### src/rtl/div_issue_ctrl.sv
`default_nettype none
// ============================================================================
// div_issue_ctrl : issue-side controller for the iterative radix-2 divider
//                  (optional operand/result pair cache: DIV_ISSUE_CTRL_PAIR_CACHE_EN)
// Revision       : 1.0
// ============================================================================
module div_issue_ctrl #(
  parameter int XLEN = 64
) (
  input  logic            clock,
  input  logic            reset,
  input  logic            in_valid,
  output logic            in_ready,
  input  logic            in_rem,
  input  logic            in_unsigned,
  input  logic            in_word,
  input  logic [XLEN-1:0] in_src1,
  input  logic [XLEN-1:0] in_src2,
  input  logic            in_flush,
  output logic            out_valid,
  input  logic            out_ready,
  output logic [XLEN-1:0] out_result,
  output logic            div_valid,
  input  logic            div_ready,
  output logic            div_flush,
  output logic            div_w,
  output logic [1:0]      div_signed,
  output logic [XLEN-1:0] div_dividend,
  output logic [XLEN-1:0] div_divisor,
  input  logic            div_out_valid,
  input  logic [XLEN-1:0] div_quotient,
  input  logic [XLEN-1:0] div_remainder
);

  typedef enum logic [1:0] {
    IDLE = 2'd0,
    REQ  = 2'd1,
    WAIT = 2'd2,
    DONE = 2'd3
  } state_t;

  localparam logic [XLEN-1:0] MIN_D = {1'b1, {(XLEN-1){1'b0}}};
  localparam logic [XLEN-1:0] MIN_W = {{(XLEN-31){1'b1}}, {31{1'b0}}};

  state_t          state;
  logic            op_rem;
  logic            accept;
  logic [XLEN-1:0] a_prep, b_prep, corner_res, cache_res;
  logic            div_zero, overflow, corner, cache_hit;

  function automatic logic [XLEN-1:0] prep(input logic [XLEN-1:0] v,
                                           input logic word, input logic uns);
    if (!word) return v;
    if (uns)   return {{(XLEN-32){1'b0}}, v[31:0]};
    return {{(XLEN-32){v[31]}}, v[31:0]};
  endfunction

  // W results are always sign-extended from bit 31, unsigned forms included
  function automatic logic [XLEN-1:0] fit(input logic [XLEN-1:0] v, input logic word);
    return word ? {{(XLEN-32){v[31]}}, v[31:0]} : v;
  endfunction

  assign in_ready  = (state == IDLE);
  assign out_valid = (state == DONE);
  assign accept    = in_valid & in_ready & ~in_flush;
  assign div_valid = (state == REQ) & ~in_flush;
  assign div_flush = (state == WAIT) & in_flush;

  always_comb begin
    a_prep     = prep(in_src1, in_word, in_unsigned);
    b_prep     = prep(in_src2, in_word, in_unsigned);
    div_zero   = (b_prep == '0);
    overflow   = ~in_unsigned & (b_prep == '1) & (a_prep == (in_word ? MIN_W : MIN_D));
    corner     = div_zero | overflow;
    corner_res = fit(in_rem ? (div_zero ? a_prep : '0) : (div_zero ? '1 : a_prep), in_word);
  end

`ifdef DIV_ISSUE_CTRL_PAIR_CACHE_EN
  logic            cache_valid, cache_uns, cache_word, tag_uns;
  logic [XLEN-1:0] cache_quot, cache_rem, cache_src1, cache_src2, tag_src1, tag_src2;

  // Tags hold the raw operands of the op in flight until its completion fills the cache
  always_ff @(posedge clock) begin
    if (reset) begin
      cache_valid <= 1'b0;
      cache_uns   <= 1'b0;
      cache_word  <= 1'b0;
      cache_quot  <= '0;
      cache_rem   <= '0;
      cache_src1  <= '0;
      cache_src2  <= '0;
      tag_uns     <= 1'b0;
      tag_src1    <= '0;
      tag_src2    <= '0;
    end else begin
      if (accept) begin
        tag_src1 <= in_src1;
        tag_src2 <= in_src2;
        tag_uns  <= in_unsigned;
      end
      if (state == WAIT && div_out_valid) begin
        cache_valid <= 1'b1;
        cache_quot  <= div_quotient;
        cache_rem   <= div_remainder;
        cache_src1  <= tag_src1;
        cache_src2  <= tag_src2;
        cache_uns   <= tag_uns;
        cache_word  <= div_w;
      end
    end
  end

  always_comb begin
    cache_hit = cache_valid & (cache_src1 == in_src1) & (cache_src2 == in_src2) &
                (cache_uns == in_unsigned) & (cache_word == in_word);
    cache_res = fit(in_rem ? cache_rem : cache_quot, in_word);
  end
`else
  assign cache_hit = 1'b0;
  assign cache_res = '0;
`endif

  always_ff @(posedge clock) begin
    if (reset) begin
      state        <= IDLE;
      op_rem       <= 1'b0;
      div_w        <= 1'b0;
      div_signed   <= 2'b00;
      div_dividend <= '0;
      div_divisor  <= '0;
      out_result   <= '0;
    end else if (in_flush) begin
      state <= IDLE;
    end else begin
      case (state)
        IDLE: begin
          if (in_valid) begin
            op_rem       <= in_rem;
            div_w        <= in_word;
            div_signed   <= {2{~in_unsigned}};
            div_dividend <= a_prep;
            div_divisor  <= b_prep;
            if (corner) begin
              out_result <= corner_res;
              state      <= DONE;
            end else if (cache_hit) begin
              out_result <= cache_res;
              state      <= DONE;
            end else begin
              state <= REQ;
            end
          end
        end
        REQ: if (div_ready) state <= WAIT;
        WAIT: begin
          if (div_out_valid) begin
            out_result <= fit(op_rem ? div_remainder : div_quotient, div_w);
            state      <= DONE;
          end
        end
        DONE: if (out_ready) state <= IDLE;
        default: state <= IDLE;
      endcase
    end
  end

endmodule
`default_nettype wire

### config.mk
export PLATFORM = sky130hd
export DESIGN_NAME = div_issue_ctrl
export DESIGN_NICKNAME = d
export VERILOG_FILES = /design/src/rtl/div_issue_ctrl.sv
export SDC_FILE = /design/constraint.sdc
export NUM_CORES = 1
export LEC_CHECK = 0
export BUFFER_PORTS_ARGS = -buffer_cell sky130_fd_sc_hd__buf_2
export CORE_AREA = 4 4 177 179
export CTS_CLUSTER_SIZE = 10
export DETAILED_ROUTE_END_ITERATION = 10
export DIE_AREA = 0 0 181 183
export PLACE_DENSITY = 0.71
export SLEW_MARGIN = 20
export SYNTH_ARGS = -nofsm -noshare
export SYNTH_HDL_FRONTEND = slang
export SYNTH_SLANG_ARGS = --single-unit
### constraint.sdc
create_clock -name clock -period 6.93 [get_ports clock]
set_input_delay 0.693 -clock clock [delete_from_list [all_inputs] [get_ports clock]]
set_output_delay 0.693 -clock clock [all_outputs]
set_load 0.02 [all_outputs]
After elaboration in Yosys (flattened, before gate mapping)
Index checks and enable logic that the tools add are counted.
- word-level logic and storage cells: 58
- bits of input ports: 266
- bits in registers: 197
- bitwise gates (word level): 7
- eq/ne operators: 10
- reduce and logical (&&, ||, !) cells: 7
- multiplexer cells: 27
- operators with widths (cell ; count):
    64-bit two-way mux ; 17
    64-bit case mux with 2 select lines ; 1
    64-bit equality test ; 1
    64-bit equality test (second input constant) ; 1
    64-bit logical NOT ; 1
    63-bit two-way mux ; 1
    2-bit two-way mux ; 5
    2-bit case mux with 4 select lines ; 1
    2-bit inequality test (second input constant) ; 3
    5-bit AND reduction ; 1
    1-bit bitwise AND ; 4
    2-bit equality test (second input constant) ; 2
    2-bit by 1-bit inequality test with 1-bit output (second input constant) ; 2
    4-bit AND reduction ; 1
    3-bit AND reduction ; 1
    2-bit by 1-bit equality test with 1-bit output (second input constant) ; 1
    2-bit logical NOT ; 1
    1-bit two-way mux ; 2
    1-bit NOT ; 2
    2-bit nonzero test ; 1
    2-bit OR reduction ; 1
    1-bit bitwise OR ; 1

Logic depth before layout (Yosys ltp)
- depth in word-level cells: 11
- gate-level depth with buffers: 9
- depth with buffers taken out: 7

Least setup slack after synthesis
Ideal clock, no wire load.
- kind: input -> register
- start: input port in_src1[54]
- end: register out_result[0]
- data arrival time: 2.691 ns
- data required time: 6.858 ns
- buffers on the path: 2
- library setup time: 0.072 ns
- path slack: 4.167 ns
- cell stages on the path: 8
- path through: or4_1 > o41ai_2 > nand3_2 > a2111oi_4 > o21a_1 > buf_6 > buf_8 > mux2i_1
- cells in the longest elaborated chain, start to end: 9
- ends and longest elaborated chain (what ; RTL line ; RTL):
    start, declared ; 17 ; input logic [XLEN-1:0] in_src1,
    64-bit two-way mux * ; 53 ; if (!word) return v;
    64-bit two-way mux ; 54 ; if (uns) return {{(XLEN-32){1'b0}}, v[31:0]};
    64-bit two-way mux ; 55 ; return {{(XLEN-32){v[31]}}, v[31:0]};
    64-bit two-way mux * ; 54 ;
    64-bit equality test * ; 73 ; overflow = ~in_unsigned & (b_prep == '1) & (a_prep == (in_word ? MIN_W : MIN_D));
    1-bit bitwise AND * ; 73 ;
    1-bit bitwise OR * ; 74 ; corner = div_zero | overflow;
    2-bit by 1-bit inequality test with 1-bit output (no line) * ; n/a ;
    5-bit AND reduction (no line) * ; n/a ;
    end signal, assigned ; 144 ; out_result <= corner_res;
    end signal, assigned ; 147 ; out_result <= cache_res;
    end signal, assigned ; 157 ; out_result <= fit(op_rem ? div_remainder : div_quotient, div_w);
    end, declared ; 22 ; output logic [XLEN-1:0] out_result,
Every way passes the cells marked *; elsewhere a longest branch is shown, timed or not. The select of a mux whose other input is x is not followed.
A chain may end at the register's enable or synchronous reset.

Worst setup path after layout
- start: input port in_word
- end: register out_result[36]
- cells in the longest elaborated chain, start to end: 8
- elaborated cells on any way between the ends: 18
- those cells by class: eq/ne (3); mux (10); bitwise (3); reduce/logical (2)
- ends and longest elaborated chain (what ; RTL line ; RTL):
    start, declared ; 16 ; input logic in_word,
    64-bit two-way mux ; 54 ;
    64-bit logical NOT ; 72 ; div_zero = (b_prep == '0);
    64-bit two-way mux (2 in series) ; 75 ; corner_res = fit(in_rem ? (div_zero ? a_prep : '0) : (div_zero ? '1 : a_prep), in_word);
    64-bit two-way mux ; 60 ; return word ? {{(XLEN-32){v[31]}}, v[31:0]} : v;
    64-bit two-way mux ; 143 ; if (corner) begin
    64-bit two-way mux ; 137 ; if (in_valid) begin
    64-bit case mux with 2 select lines ; 135 ; case (state)
Parallel ways exist; a longest one is shown, timed or not. The select of a mux whose other input is x is not followed.

==> flow_results.xml <==
<?xml version="1.0" encoding="UTF-8"?>
<metrics>
  <group name="critical_path">
    <metric name="critical_path.reg2reg.endpoint" unit="">div_dividend[34]$_SDFFE_PP0P_</metric>
    <metric name="delay_of_the_slowest_cell_on_the_worst_path" unit="ps">630</metric>
    <metric name="critical_path.cell_chain" unit="">buf_2 -&gt; nand3b_1 -&gt; nand3_1 -&gt; or3_1 -&gt; buf_4 -&gt; o21ai_0 -&gt; o211ai_1 -&gt; buf_4 -&gt; o32ai_1</metric>
    <metric name="worstSetupEndpointType" unit="">flip-flop</metric>
    <metric name="r2r.worst_path.cells" unit="">8</metric>
    <metric name="reg2reg_setup_slack" unit="ps">3710</metric>
    <metric name="r2r_start" unit="">state[1]$_SDFFE_PP0P_</metric>
    <metric name="cp_num_buf_inv" unit="">3</metric>
    <metric name="worstPathMaxFanout" unit="">41</metric>
    <metric name="timing.critical_path.slowest_stage_cell" unit="">sky130_fd_sc_hd__o211ai_1</metric>
    <metric name="timing.critical_path.mode_cell" unit="">sky130_fd_sc_hd__buf_4</metric>
    <metric name="worst-endpoint-arrival" unit="ps">4060</metric>
    <metric name="crit_type" unit="">primary input to flip-flop</metric>
    <metric name="timing.critical_path.max_delay_family" unit="">buffers and inverters</metric>
    <metric name="worstSetupStartpointType" unit="">primary input</metric>
    <metric name="cp_data_required_time" unit="ps">7200</metric>
  </group>
  <group name="grt">
    <metric name="grt_pass1_wl" unit="mm">59.94</metric>
    <metric name="grt_max_degree" unit="">90</metric>
    <metric name="gr-usage-all-layers" unit="">0.2263</metric>
    <metric name="met2_usage" unit="">0.3792</metric>
    <metric name="met1_usage" unit="">0.2944</metric>
    <metric name="grtUsageMet3" unit="">0.05058</metric>
    <metric name="global_route.peak_usage_layer" unit="">met2</metric>
    <metric name="overall_overflow_remaining_after_global_route" unit="">0</metric>
    <metric name="vias_in_the_first_global_route" unit="">10305</metric>
    <metric name="initial_antenna_violation_count" unit="">5</metric>
  </group>
  <group name="clocking">
    <metric name="clock_root_buffer_master" unit="">sky130_fd_sc_hd__clkbuf_16</metric>
    <metric name="cts_repair_resize_count" unit="">0</metric>
    <metric name="clk_latency" unit="ps">430</metric>
    <metric name="cts_buffers" unit="">17</metric>
    <metric name="post_cts_hold_buffers" unit="">0</metric>
    <metric name="cts_htree_levels" unit="">4</metric>
    <metric name="cts.sink_count" unit="">197</metric>
    <metric name="cts_tree" unit="">yes</metric>
    <metric name="clock_input_transition_at_the_sequential_cells_of_the_worst_setup_and_hold_paths" unit="ps">80</metric>
    <metric name="max-clock-path-buffers" unit="">2</metric>
    <metric name="cts_post_setup_buffers_inserted" unit="">0</metric>
  </group>
  <group name="status">
    <metric name="status" unit="">complete, no violations</metric>
  </group>
  <group name="synth">
    <metric name="synth_largest_type_area_fraction" unit="">0.3999</metric>
    <metric name="synthesis.instances" unit="">1173</metric>
    <metric name="register_area_share_after_synthesis" unit="">0.3999</metric>
    <metric name="post-synth-top-area-cell" unit="">sky130_fd_sc_hd__dfxtp_1</metric>
    <metric name="netlist-cell-type-count" unit="">54</metric>
    <metric name="synth.avg_cell_area" unit="um2">8.406</metric>
    <metric name="synthesis.yosys.warnings" unit="">0</metric>
    <metric name="ys_async_sr_fraction" unit="">0</metric>
    <metric name="syn-cell-area" unit="um2">9861</metric>
    <metric name="mappedNetlistNets" unit="">1443</metric>
    <metric name="synth_edf_count" unit="">0</metric>
    <metric name="ys_top_cells_by_area" unit="">sky130_fd_sc_hd__dfxtp_1, sky130_fd_sc_hd__mux2i_1, sky130_fd_sc_hd__nand2_1</metric>
    <metric name="flops_latches_synth" unit="">197</metric>
    <metric name="ys.flop_type" unit="">sky130_fd_sc_hd__dfxtp_1</metric>
  </group>
  <group name="flow_run">
    <metric name="maxCapViolCount" unit="">0</metric>
  </group>
  <group name="timing">
    <metric name="rsz_0062_raised_after_global_routing" unit="">false</metric>
    <metric name="finalClockSkew" unit="ps">9.036</metric>
    <metric name="timing_hold_violations_final" unit="">0</metric>
    <metric name="worst_slew_pin_tran" unit="ps">1035</metric>
    <metric name="clock.fmax" unit="MHz">263.7</metric>
    <metric name="hold_ws" unit="ps">453.5</metric>
    <metric name="min_period_over_period" unit="">0.5473</metric>
    <metric name="final_setup_tns" unit="ps">0</metric>
    <metric name="finalSetupViolCount" unit="">0</metric>
    <metric name="timing.final.ws_setup" unit="ps">3137</metric>
    <metric name="relSlewSlack" unit="">0.3103</metric>
    <metric name="maxSlewViolCount" unit="">0</metric>
    <metric name="final_period_demand_of_the_worst_path" unit="ps">3793</metric>
  </group>
  <group name="floorplan">
    <metric name="die_area" unit="um2">33120</metric>
    <metric name="chipWidth" unit="um">181</metric>
    <metric name="floorplan.die.height" unit="um">183</metric>
    <metric name="num_rows" unit="">63</metric>
    <metric name="starting_density_of_the_core" unit="">0.3336</metric>
    <metric name="fp.coreArea" unit="um2">29560</metric>
    <metric name="num_ports" unit="">465</metric>
  </group>
  <group name="hold_path">
    <metric name="hold_end" unit="">div_divisor[3]$_SDFFE_PP0P_</metric>
    <metric name="hp-start" unit="">div_divisor[3]$_SDFFE_PP0P_</metric>
    <metric name="worst_hold_path_type" unit="">flip-flop to flip-flop</metric>
    <metric name="hold_depth" unit="">2</metric>
  </group>
  <group name="route">
    <metric name="drt_first_pass_iters" unit="">6</metric>
    <metric name="wire_per_inst" unit="um">20.56</metric>
    <metric name="drt_wl_total" unit="mm">40.39</metric>
    <metric name="number_of_vias_after_detailed_routing" unit="">10760</metric>
    <metric name="drtIter0Drc" unit="">810</metric>
    <metric name="antenna_nets_post_route" unit="">0</metric>
    <metric name="vias_per_cell" unit="">5.476</metric>
    <metric name="drcViolationCount" unit="">0</metric>
  </group>
  <group name="final_layout">
    <metric name="design.final.nets" unit="">1830</metric>
    <metric name="layout.cell_area.non_filler" unit="um2">12970</metric>
    <metric name="area_delta_synth_final" unit="%">31.53</metric>
    <metric name="drive_gt1_frac" unit="">0.3575</metric>
  </group>
  <group name="placed_design">
    <metric name="placer_s_final_routability_congestion_estimate" unit="">1.059</metric>
    <metric name="dp_slack" unit="ps">2640</metric>
    <metric name="place.port_buffers" unit="">464</metric>
    <metric name="dpl-instance-area" unit="um2">12360</metric>
    <metric name="dp_hpwl" unit="mm">29.53</metric>
  </group>
  <group name="power_and_ir_drop">
    <metric name="power.density_cell_area" unit="nW/um2">210.9</metric>
    <metric name="vdd_drop_max" unit="uV">148.2</metric>
    <metric name="leakagePower" unit="nW">5.309</metric>
  </group>
</metrics>
[worst register-to-register path, delay by kind of cell (launching register included)]
family          cells  cell delay, ps
simple gates        2             360
flops               1             350
fa+ha+maj           1             330
compound gates      1             290
buf+inv             4            1810
[report_power, final]
group	internal (mW)	leakage (nW)	switching, mW	total [mW]
registers	1.18	1.61	0.0301	1.21
clock network	0.517	0.279	0.495	1.01
logic	0.195	3.42	0.313	0.509
total	1.90	5.31	0.838	2.74
[synth_stat cells (34+ instances only)]
master	count
sky130_fd_sc_hd__o21ai_0	61
sky130_fd_sc_hd__mux2i_1	65
sky130_fd_sc_hd__o22ai_1	34
sky130_fd_sc_hd__nand2_1	138
sky130_fd_sc_hd__nor2_1	71
sky130_fd_sc_hd__clkbuf_1	88
sky130_fd_sc_hd__inv_1	37
sky130_fd_sc_hd__a21oi_1	69
sky130_fd_sc_hd__nand2b_1	66
sky130_fd_sc_hd__dfxtp_1	197
[cell type report]
type / count / area [um2]
Antenna cell: 3 / 7.507
Clock buffer: 18 / 439.2
Clock inverter: 13 / 140.1
Fill cell: 3012 / 16590
Inverter: 38 / 142.6
Multi-Input combinational cell: 825 / 5345
Sequential cell: 197 / 3948
Tap cell: 390 / 488.0
Timing Repair Buffer: 481 / 2460
[layout by cell type (no fill, tap or decap), drive strengths merged, types with 3 or more instances in the layout]
cell,synthesis,routed
nand2,138,138
nor2,71,71
o32ai,31,31
a21oi,69,69
dfxtp,197,197
a2111oi,5,5
a311oi,33,33
mux2i,65,65
nor4,29,29
nand3,34,34
o221ai,32,32
clkbuf,88,18
nand4,15,15
or4,6,6
o21ai,66,66
nor2b,33,33
buf,25,481
o22ai,34,34
mux2,32,32
clkinv,1,6
diode,0,3
o211ai,3,3
o2bb2ai,31,31
inv,37,42
ha,4,4
nand2b,66,66
[per-layer routing]
metal,up-vias,share of wire
met5,-,0.0010
met1,5075,0.42
met4,6,0.025
met3,75,0.081
met2,551,0.48
li1,5053,-
[kinds of logic (layout without fill, tap and decap cells)]
group / Yosys count / after routing / share of synthesized area
buf+inv: 151 / 550 / 0.06535
simple gates: 410 / 410 / 0.2066
fa+ha+maj: 4 / 4 / 0.005076
mux: 97 / 97 / 0.1025
other cells: 0 / 3 / 0
flops: 197 / 197 / 0.3999
compound gates: 314 / 314 / 0.2205
[through the flow]
step	total power [mW]	std cells	util
CTS	2.757	1961	0.4378
global route	2.846	1964	0.4387
floorplan	1.518	1173	-
global placement	1.736	1930	0.4182
detailed placement	1.745	1930	0.4182
finish	2.736	1965	0.4388
[how the worst max path moves through the flow]
stage,from,endpoint,slack [ps],depth (start not counted)
2_1_floorplan,in_src1[54],out_result[0]$_SDFFE_PP0P_,4170,8
3_3_place_gp,in_word,out_result[46]$_SDFFE_PP0P_,2790,9
3_5_place_dp,in_src2[33],out_result[13]$_SDFFE_PP0P_,2640,8
4_1_cts,in_src2[33],out_result[1]$_SDFFE_PP0P_,3110,8
5_1_grt,in_word,out_result[36]$_SDFFE_PP0P_,2920,9
6_report,in_word,out_result[36]$_SDFFE_PP0P_,3140,9
[registers in the layout, summed over array words and instances (netlist names)]
| signal | cells |
|---|---|
| div_dividend | 64 |
| div_divisor | 64 |
| div_signed | 1 |
| div_w | 1 |
| op_rem | 1 |
| out_result | 64 |
| state | 2 |
(Power assumes the default switching activity.)
